### src/rtl/reg_write_arbiter_if.sv
// Writeback bus between the two requesters (ALU path A, load path M) and the
// register-file write arbiter.
//   hold                   : freeze, no new grants while high
//   req_x / dest_x / data_x: writeback request, held stable until ack_x
//   ack_a / ack_m          : one-cycle grant pulses
//   wr_en/wr_addr/wr_data  : register-file write port
//   reg_dst_sel            : destination-mux select (0 = A path, 1 = M path)
//   stall                  : a request is waiting and not granted this cycle
interface reg_write_arbiter_if #(
  parameter int unsigned DATA_W = 4,
  parameter int unsigned ADDR_W = 2
);
  logic              hold;
  logic              req_a;
  logic [ADDR_W-1:0] dest_a;
  logic [DATA_W-1:0] data_a;
  logic              req_m;
  logic [ADDR_W-1:0] dest_m;
  logic [DATA_W-1:0] data_m;
  logic              ack_a;
  logic              ack_m;
  logic              wr_en;
  logic [ADDR_W-1:0] wr_addr;
  logic [DATA_W-1:0] wr_data;
  logic              reg_dst_sel;
  logic              stall;

  // Requester / environment side.
  modport master (
    output hold, req_a, dest_a, data_a, req_m, dest_m, data_m,
    input  ack_a, ack_m, wr_en, wr_addr, wr_data, reg_dst_sel, stall
  );

  // Arbiter side.
  modport slave (
    input  hold, req_a, dest_a, data_a, req_m, dest_m, data_m,
    output ack_a, ack_m, wr_en, wr_addr, wr_data, reg_dst_sel, stall
  );
endinterface

### src/rtl/reg_write_arbiter.sv
// Shares the single register-file write port between the ALU writeback path (A)
// and the memory-load writeback path (M). The winning request is registered and
// shows up one cycle later as wr_en + ack. Round-robin between A and M, except
// that a same-register conflict always lets the load (older instruction) write
// first so the ALU value lands last.
// Ports:
//   clock : rising-edge clock
//   reset : synchronous, active-high
//   bus   : reg_write_arbiter_if.slave (requests in, write port/acks/stall out)
module reg_write_arbiter #(
  parameter int unsigned DATA_W = 4,
  parameter int unsigned ADDR_W = 2
) (
  input logic              clock,
  input logic              reset,
  reg_write_arbiter_if.slave bus
);

  typedef enum logic [0:0] {StIdle, StGrant} state_e;

  localparam logic LastA = 1'b0;
  localparam logic LastM = 1'b1;

  state_e            state_q, state_d;
  logic              last_grant_q, last_grant_d;
  logic              ack_a_q, ack_a_d;
  logic              ack_m_q, ack_m_d;
  logic [ADDR_W-1:0] wr_addr_q, wr_addr_d;
  logic [DATA_W-1:0] wr_data_q, wr_data_d;
  logic              sel_q, sel_d;
  logic              stall_q, stall_d;

  logic elig_a, elig_m;
  logic grant_a, grant_m;

  // A request whose ack is showing this cycle still has req high; it must not
  // be granted a second time.
  assign elig_a = bus.req_a & ~ack_a_q;
  assign elig_m = bus.req_m & ~ack_m_q;

  always_comb begin
    state_d      = StIdle;
    last_grant_d = last_grant_q;
    ack_a_d      = 1'b0;
    ack_m_d      = 1'b0;
    wr_addr_d    = wr_addr_q;
    wr_data_d    = wr_data_q;
    sel_d        = sel_q;
    stall_d      = 1'b0;
    grant_a      = 1'b0;
    grant_m      = 1'b0;

    if (bus.hold) begin
      stall_d = elig_a | elig_m;
    end else if (elig_a && elig_m) begin
      if (bus.dest_a == bus.dest_m) begin
        // Ordering override: load first, fairness pointer untouched.
        grant_m = 1'b1;
      end else if (last_grant_q == LastM) begin
        grant_a      = 1'b1;
        last_grant_d = LastA;
      end else begin
        grant_m      = 1'b1;
        last_grant_d = LastM;
      end
    end else if (elig_a) begin
      grant_a = 1'b1;
    end else if (elig_m) begin
      grant_m = 1'b1;
    end

    if (grant_a) begin
      state_d   = StGrant;
      ack_a_d   = 1'b1;
      wr_addr_d = bus.dest_a;
      wr_data_d = bus.data_a;
      sel_d     = 1'b0;
      stall_d   = elig_m;
    end else if (grant_m) begin
      state_d   = StGrant;
      ack_m_d   = 1'b1;
      wr_addr_d = bus.dest_m;
      wr_data_d = bus.data_m;
      sel_d     = 1'b1;
      stall_d   = elig_a;
    end
  end

  always_ff @(posedge clock) begin
    if (reset) begin
      state_q      <= StIdle;
      last_grant_q <= LastM;
      ack_a_q      <= 1'b0;
      ack_m_q      <= 1'b0;
      wr_addr_q    <= '0;
      wr_data_q    <= '0;
      sel_q        <= 1'b0;
      stall_q      <= 1'b0;
    end else begin
      state_q      <= state_d;
      last_grant_q <= last_grant_d;
      ack_a_q      <= ack_a_d;
      ack_m_q      <= ack_m_d;
      wr_addr_q    <= wr_addr_d;
      wr_data_q    <= wr_data_d;
      sel_q        <= sel_d;
      stall_q      <= stall_d;
    end
  end

  assign bus.wr_en       = (state_q == StGrant);
  assign bus.ack_a       = ack_a_q;
  assign bus.ack_m       = ack_m_q;
  assign bus.wr_addr     = wr_addr_q;
  assign bus.wr_data     = wr_data_q;
  assign bus.reg_dst_sel = sel_q;
  assign bus.stall       = stall_q;

endmodule

### src/flat_wrapper.sv
// flat-port wrapper written by rule: the top's interface ports become plain ports
module reg_write_arbiter_flat 
#(
  parameter int unsigned DATA_W = 4,
  parameter int unsigned ADDR_W = 2
)
  (clock, reset, bus_hold, bus_req_a, bus_dest_a, bus_data_a, bus_req_m, bus_dest_m, bus_data_m, bus_ack_a, bus_ack_m, bus_wr_en, bus_wr_addr, bus_wr_data, bus_reg_dst_sel, bus_stall);
  reg_write_arbiter_if #(.DATA_W(DATA_W), .ADDR_W(ADDR_W)) bus_i ();
  input logic clock;
  input logic reset;
  input wire logic [$bits(bus_i.hold)-1:0] bus_hold;
  input wire logic [$bits(bus_i.req_a)-1:0] bus_req_a;
  input wire logic [$bits(bus_i.dest_a)-1:0] bus_dest_a;
  input wire logic [$bits(bus_i.data_a)-1:0] bus_data_a;
  input wire logic [$bits(bus_i.req_m)-1:0] bus_req_m;
  input wire logic [$bits(bus_i.dest_m)-1:0] bus_dest_m;
  input wire logic [$bits(bus_i.data_m)-1:0] bus_data_m;
  output wire logic [$bits(bus_i.ack_a)-1:0] bus_ack_a;
  output wire logic [$bits(bus_i.ack_m)-1:0] bus_ack_m;
  output wire logic [$bits(bus_i.wr_en)-1:0] bus_wr_en;
  output wire logic [$bits(bus_i.wr_addr)-1:0] bus_wr_addr;
  output wire logic [$bits(bus_i.wr_data)-1:0] bus_wr_data;
  output wire logic [$bits(bus_i.reg_dst_sel)-1:0] bus_reg_dst_sel;
  output wire logic [$bits(bus_i.stall)-1:0] bus_stall;
  assign bus_i.hold = bus_hold;
  assign bus_i.req_a = bus_req_a;
  assign bus_i.dest_a = bus_dest_a;
  assign bus_i.data_a = bus_data_a;
  assign bus_i.req_m = bus_req_m;
  assign bus_i.dest_m = bus_dest_m;
  assign bus_i.data_m = bus_data_m;
  assign bus_ack_a = bus_i.ack_a;
  assign bus_ack_m = bus_i.ack_m;
  assign bus_wr_en = bus_i.wr_en;
  assign bus_wr_addr = bus_i.wr_addr;
  assign bus_wr_data = bus_i.wr_data;
  assign bus_reg_dst_sel = bus_i.reg_dst_sel;
  assign bus_stall = bus_i.stall;
  reg_write_arbiter #(.DATA_W(DATA_W), .ADDR_W(ADDR_W)) u_core (.clock(clock), .reset(reset), .bus(bus_i));
endmodule
### config.mk
export PLATFORM = sky130hd
export DESIGN_NAME = reg_write_arbiter_flat
export DESIGN_NICKNAME = d
export VERILOG_FILES = /design/src/rtl/reg_write_arbiter_if.sv /design/src/rtl/reg_write_arbiter.sv /design/src/flat_wrapper.sv
export SDC_FILE = /design/constraint.sdc
export NUM_CORES = 1
export LEC_CHECK = 0
export CORE_MARGIN = 2
export CORE_UTILIZATION = 39
export DETAILED_ROUTE_END_ITERATION = 16
export GPL_TIMING_DRIVEN = 0
export PLACE_DENSITY = 0.82
export SLEW_MARGIN = 15
export SYNTH_ARGS = -nofsm -noshare
export SYNTH_HDL_FRONTEND = slang
export SYNTH_SLANG_ARGS = --single-unit
### constraint.sdc
create_clock -name clock -period 1.7 [get_ports clock]
set_clock_uncertainty 0.05 [all_clocks]
set_input_delay 0.255 -clock clock [delete_from_list [all_inputs] [get_ports clock]]
set_output_delay 0.255 -clock clock [all_outputs]
set_load 0.02 [all_outputs]
[Yosys cells after proc, flatten, opt, wreduce, memory -nomap -nowiden]
Cells that the tools add are included.
Word-level totals
  logic and storage cells: 41
  memories: 0
  RAM bits: 0
  bits in latches: 0
  register bits after elaboration: 12
  memory bits (read-only): 0
  output and inout bits: 11
  bits of input ports: 17
Operators by class
  eq/ne operators: 1
  div/mod/pow operators: 0
  $mul: 0
  mux-type cells: 21
  shift-type cells: 0
  order comparisons: 0
  reduce and logical (&&, ||, !) cells: 4
  add/subtract/negate cells: 0
  bitwise gates (word level): 7
Operators by type and width (number)
  $mux 1: 17
  $mux 4: 2
  $mux 2: 2
  $not 1->1: 4
  $reduce_and 3->1: 1
  $and 1x1->1: 2
  $eq 2x2->1: 1
  $reduce_bool 2->1: 1
  $reduce_or 2->1: 1
  $logic_and 1x1->1: 1
  $or 1x1->1: 1

[Depth between registers and ports, before layout]
Gate-level depths: netlist of the first run.
  depth after elaboration: 8
  gate-level depth with buffers: 5
  gate-level depth less buffers: 4

[Worst setup path after synthesis of the first run]
Ideal clock, no wire load.
  path kind: register -> register
  from: reg u_core.ack_a_q, in the netlist u_core.bus.ack_a
  to: reg u_core.wr_addr_q[1], in the netlist u_core.bus.wr_addr[1]
  cell stages (with the launch flop): 6
  data arrival time: 1394 ps
  data required time: 1571 ps
  path buffers: 1
  clock period less this slack: 1522 ps
  setup slack: 178 ps
  setup time: 79 ps
  cells stage by stage: dfxtp_1 > nand2b_1 > a2111o_1 > and2_4 > buf_6 > o221ai_2
On the way
  longest elaborated chain between the ends: 6
  elaborated cells on any way between the ends: 11
  those cells by class: 7 x mux; 2 x bitwise; 2 x reduce/logical
Ends and longest elaborated chain
  from (decl): line reg_write_arbiter.sv:26  | logic ack_a_q, ack_a_d;
  from (signal assigned): line reg_write_arbiter.sv:102  | ack_a_q <= ack_a_d;
  $not 1->1 (*): line reg_write_arbiter.sv:38  | assign elig_a = bus.req_a & ~ack_a_q;
  $and 1x1->1 (*): line reg_write_arbiter.sv:38
  $mux 1 or $logic_and 1x1->1 (tied branches): line reg_write_arbiter.sv:66, reg_write_arbiter.sv:55
  $mux 1: line reg_write_arbiter.sv:55  | end else if (elig_a && elig_m) begin
  $mux 1: line reg_write_arbiter.sv:53  | if (bus.hold) begin
  $mux 2 or $reduce_bool 2->1 (tied branches)
  to (signal assigned): line reg_write_arbiter.sv:104  | wr_addr_q <= wr_addr_d;
  to (decl): line reg_write_arbiter.sv:28  | logic [ADDR_W-1:0] wr_addr_q, wr_addr_d;
Mark *: on every way between the ends. The rest lies on a longest branch, timed or not.
A chain may end at the register's enable or synchronous reset.

[Worst setup path in the final report of the first run]
  from: in bus_dest_m[1]
  to: reg u_core.wr_addr_q[0], in the netlist u_core.bus.wr_addr[0]
On the way
  longest elaborated chain between the ends: 5
  elaborated cells on any way between the ends: 9
  those cells by class: 1 x eq/ne; 7 x mux; 1 x reduce/logical
Ends and longest elaborated chain
  from (decl): line flat_wrapper.sv:16  | input wire logic [$bits(bus_i.dest_m)-1:0] bus_dest_m;
  $eq 2x2->1 (*): line reg_write_arbiter.sv:56  | if (bus.dest_a == bus.dest_m) begin
  $mux 1: line reg_write_arbiter.sv:56
  $mux 1: line reg_write_arbiter.sv:55
  $mux 1: line reg_write_arbiter.sv:53
  $mux 2 or $reduce_bool 2->1 (tied branches)
Marks and branches as above.

==> qor.csv, run 1 <==
metric,value,unit
core area,1470,µm²
GPL Wtd Cong,0.779,
synthesized instance count,63,
Tot Pwr,760,µW
fin. max-slew vios,0,
"CP delay by family, top",compound AO/OA/AOI/OAI gates,
crit-path cells,clkdlybuf4s50_1 > xnor2_1 > a2111o_1 > and2_4 > buf_6 > o221ai_2,
Mapped Nets,80,
hold slack final,0.411,ns
internal reg-to-reg setup slack,0.14,ns
MaxCap Viol Count,0,
WP data required,1.86,ns
post-layout net count,116,
WL per Instance,12.6,µm
Worst Max-Slew Pin Slew,0.598,ns
"Cell Area, Synth",592,µm²
# fillers,129,
# setup viols final,0,
antenna fix cells,0,
All-Layer GR Usage,0.172,
register area,240,µm²
Num CTS Buffers,3,
LEAKAGE,0.000352,µW
Max Freq,607,MHz
vias per cell,5.11,
"worst slack, placed",-0.329,ns
share of layout cells above drive strength 1,0.184,
DR pass1 iterations,3,
min cycle time layout,1.65,ns
Synth cell types,21,
total number of vias,583,
crit-path max cell delay,0.47,ns
CP arrival,1.80,ns
Worst Path Max Fanout,7,
Syn. warnings,0,
clk_lat worst skew,0.28,ns
clock-pin slew of the registers on the worst-case setup and hold paths,0.07,ns
H-tree depth,1,
vias in the first global route,552,
global-route wire length before repair,2360,µm
FP Rows,14,
Detailed Route WL,1440,µm
GRT overflow,0,
count of final hold-check violations,0,
initial antenna violation count,0,
area grow syn2layout,61.1,%
core occupancy in the finished layout,0.648,
WP buf/inv,2,
Initial Util,0.402,
commonest register cell after synthesis,dfxtp_1,
outcome,"finished, final reports clean",
Crit-path slowest cell,a2111o_1,
Critical Path End Type,flop,
most common library cell in the layout ignoring fill and taps,clkdlybuf4s50_1,
Setup WS post-layout,0.0538,ns
CTS tree,done,
number of synthesized flops with an enable pin,0,
area of the multi-input gates,303,µm²
Die Y,43.0,µm
synthesized area per cell,9.39,µm²
Power per Cell Area,797,nW/µm²
Die Footprint,1850,µm²
Sink Count,12,
most frequent cells in the layout,"clkdlybuf4s50_1 (27), dfxtp_1 (12), inv_1 (9)",
CP Launch Type,primary input,
port bufs,27,
die width,43.0,µm
worst vdd ir,475,µV
DR iter-0 viols,3,
Yosys reg bits,12,
Ports,28,
Tightest Hold Check Type,reg2reg,
largest net degree at the start of global routing,11,
# DRC,0,
Final TNS setup,0,ns
sequential fraction of the synthesis area,0.406,
DP Wirelength,1030,µm
period utilization,0.968,
Final ANT Viol Nets,0,
CTS Buffer Depth,2,
CP Class,in2reg,
CTS root buf,clkbuf_4,
Synth async-reset ratio,0,
Worst slew margin,0.591,
[report_power, final]
| group | leakage, µW | internal (µW) | switching (µW) |
|---|---|---|---|
| clock network | 0.0000210 | 130 | 105 |
| logic | 0.000233 | 112 | 101 |
| registers | 0.0000986 | 302 | 8.97 |
| total | 0.000352 | 545 | 215 |
[layout make-up]
cell class / count / share of cell area
multi-input combinational: 39 / 0.318
timing repair buffer: 31 / 0.315
sequential: 12 / 0.252
clock buffer: 4 / 0.0381
inverter: 9 / 0.0354
buffer: 3 / 0.0210
tap: 16 / 0.0210
[Yosys cell counts (2+ instances only)]
cell type | n | area share
dfxtp_1 | 12 | 0.41
inv_1 | 9 | 0.057
nand2_1 | 7 | 0.044
nand4_1 | 6 | 0.063
o221ai_2 | 6 | 0.15
nand2b_1 | 3 | 0.032
xnor2_1 | 3 | 0.044
a211oi_1 | 2 | 0.025
a21oi_1 | 2 | 0.017
nor2_1 | 2 | 0.013
[worst reg2reg max path, delay by kind of cell, from the launching register on]
family	cells	cell delay [ns]
flops	1	0.31
buf+inv	1	0.27
compound gates	2	0.51
simple gates	2	0.34
[metal layers]
layer	vias up	global-route usage	part of all wire
li1	295	-	-
met1	261	0.201	0.41
met2	22	0.285	0.49
met3	5	0.0340	0.076
met4	0	0.109	0.027
met5	-	0	0
[through the flow]
step	instance area, µm²	cells
final	953	114
after CTS	938	112
after global placement	882	106
after detailed placement	882	106
after global routing	953	114
after floorplan	592	63
[final timing paths]
kind,start,endpoint,cells after the start
setup / recovery,bus_dest_m[1],u_core.bus.wr_addr[0]$_SDFFE_PP0P_,6
hold / removal,u_core.bus.reg_dst_sel$_SDFFE_PP0P_,u_core.bus.reg_dst_sel$_SDFFE_PP0P_,2
hold reg to reg,u_core.bus.reg_dst_sel$_SDFFE_PP0P_,u_core.bus.reg_dst_sel$_SDFFE_PP0P_,2
setup reg to reg,u_core.bus.ack_a$_SDFF_PP0_,u_core.bus.wr_addr[0]$_SDFFE_PP0P_,5
[kinds of logic (layout without fill, tap and decap cells)]
family,count (synthesis),after routing,synth area share
buf+inv,12,47,0.0909
simple gates,22,22,0.199
compound gates,13,13,0.243
flops,12,12,0.406
fa+ha+maj,1,1,0.0169
xor+xnor,3,3,0.0444
[sequential cells by signal, indices dropped and copies added (netlist names)]
register,flops
u_core.bus.ack_a,1
u_core.bus.reg_dst_sel,1
u_core.bus.wr_addr,2
u_core.bus.wr_data,4
u_core.last_grant_q,1
u_core.bus.ack_m,1
u_core.bus.stall,1
u_core.bus.wr_en,1
[what timing repair did]
| item | CTS | global route |
|---|---|---|
| cloned | 0 | 0 |
| pin swaps | 1 | 0 |
| hold buffers | 0 | 0 |
| resized for setup | 1 | 0 |
| setup endpoints to repair | 6 | 6 |
| setup buffers | 2 | 2 |
Power figures use the tool's default switching activity.
==> run 2, diff against run 1 <==
Settings changed: CTS_CLUSTER_SIZE set to 24, PLACE_DENSITY 0.82 to 0.87.
==> qor.csv, run 2 (synthesis gave the netlist of run 1 again) <==
metric,value,unit
outcome,"finished, final reports clean",
Largest register FFs,4,
Setup WS post-layout,0.0836,ns
DR pass1 iterations,4,
GPL Wtd Cong,0.778,
Sink Count,12,
Worst slew margin,0.666,
CTS root buf,clkbuf_4,
final instance area,946,µm²
count of final hold-check violations,0,
Critical Path End Type,flop,
share of layout cells above drive strength 1,0.175,
worst reg2reg startpoint,u_core.bus.ack_a$_SDFF_PP0_,
CTS tree,done,
die width,43.0,µm
H-tree depth,1,
worst vdd ir,455,µV
min cycle time layout,1.62,ns
CP Capture Point,u_core.bus.wr_data[2]$_SDFFE_PP0P_,
Initial Util,0.402,
clk_lat worst skew,0.27,ns
Tightest Hold Check Type,reg2reg,
DR iter-0 viols,5,
Max Freq,619,MHz
WL per Instance,11.9,µm
"worst slack, placed",-0.324,ns
CP Class,in2reg,
largest net degree at the start of global routing,11,
Worst Max-Slew Pin Slew,0.488,ns
Final ANT Viol Nets,0,
RSZ-0062 raised after global routing,false,
DP Wirelength,988,µm
WP data required,1.85,ns
period utilization,0.951,
Tot Pwr,747,µW
Num CTS Buffers,3,
vias in the first global route,539,
total number of vias,589,
# setup viols final,0,
FP Rows,14,
core area,1470,µm²
Die Y,43.0,µm
Final TNS setup,0,ns
Detailed Route WL,1350,µm
global-route wire length before repair,2140,µm
antenna fix cells,0,
Ports,28,
RR Endpoint,u_core.bus.wr_data[2]$_SDFFE_PP0P_,
Die Footprint,1850,µm²
area of the multi-input gates,303,µm²
initial antenna violation count,0,
GRT overflow,0,
vias per cell,5.21,
LEAKAGE,0.000348,µW
most frequent cells in the layout,"clkdlybuf4s50_1 (27), dfxtp_1 (12), inv_1 (9)",
clock-pin slew of the registers on the worst-case setup and hold paths,0.07,ns
All-Layer GR Usage,0.153,
internal reg-to-reg setup slack,0.18,ns
CTS Buffer Depth,2,
R2R depth,5,
MaxCap Viol Count,0,
CP Launch Type,primary input,
Power per Cell Area,790,nW/µm²
area grow syn2layout,59.8,%
port bufs,27,
crit path from,bus_dest_m[1],
placed cell areas,882,µm²
# DRC,0,
# fillers,129,
CP arrival,1.77,ns
fin. max-slew vios,0,
most common library cell in the layout ignoring fill and taps,clkdlybuf4s50_1,
Worst Path Max Fanout,7,
post-layout net count,115,
register area,240,µm²
run 2: cell count changes in the layout (fill, tap and decap cells not counted), sizes merged:
cell  delta
buf      -1
run 2: layer usage:
metal	wire length [µm]	up-vias	GRT usage
met5	0	-	0
met4	28	0	0.0909
met3	99	5	0.0255
met2	665	25	0.261
met1	556	261	0.178
li1	-	298	-
run 2: repair_timing:
action,CTS,global route
gates resized for setup,0,1
pin swaps,1,0
setup buffers,1,2
hold buffers,0,0
endpoints found under the setup margin,6,6
run 2: power breakdown:
part / total, µW / internal, µW / switching [µW]
clock network: 226 / 130 / 95.8
registers: 312 / 302 / 9.30
logic: 209 / 110 / 99.0
run 2: stage by stage:
stage	utilization	std cells	hold slack, ns
floorplan	-	63	0.277
global placement	0.599	106	0.398
detailed placement	0.599	106	0.395
CTS	0.629	111	0.409
global route	0.643	113	0.446
finish	0.643	113	0.405
run 2: worst max-delay path, cell delays in order:
cell             delay (ns)
clkdlybuf4s50_1        0.45
xnor2_1                0.18
a2111o_1               0.45
and2_4                 0.15
buf_6                  0.13
o221ai_2               0.14
run 2: worst min-delay path by stage:
stage / slack (ns) / depth (start not counted) / from / end
6_report: 0.40 / 2 / u_core.bus.reg_dst_sel$_SDFFE_PP0P_ / u_core.bus.reg_dst_sel$_SDFFE_PP0P_
5_1_grt: 0.45 / 2 / u_core.bus.reg_dst_sel$_SDFFE_PP0P_ / u_core.bus.reg_dst_sel$_SDFFE_PP0P_
4_1_cts: 0.41 / 2 / u_core.bus.reg_dst_sel$_SDFFE_PP0P_ / u_core.bus.reg_dst_sel$_SDFFE_PP0P_
3_5_place_dp: 0.40 / 2 / u_core.bus.reg_dst_sel$_SDFFE_PP0P_ / u_core.bus.reg_dst_sel$_SDFFE_PP0P_
3_3_place_gp: 0.40 / 2 / u_core.bus.reg_dst_sel$_SDFFE_PP0P_ / u_core.bus.reg_dst_sel$_SDFFE_PP0P_
2_1_floorplan: 0.28 / 1 / reset / u_core.bus.ack_a$_SDFF_PP0_
run 2: final cells by class:
cell class                      instances  area share
Multi-Input combinational cell         39       0.320
Timing Repair Buffer                   30       0.310
Sequential cell                        12       0.254
Clock buffer                            4      0.0384
Inverter                                9      0.0357
Buffer                                  3      0.0212
Tap cell                               16      0.0212
==> run 3, diff against run 2 <==
Settings changed: ABC_CLOCK_PERIOD_IN_PS set to 1700.
==> results of run 3 <==
Same layout as run 2: the final DEF is identical, and so are final timing and power.
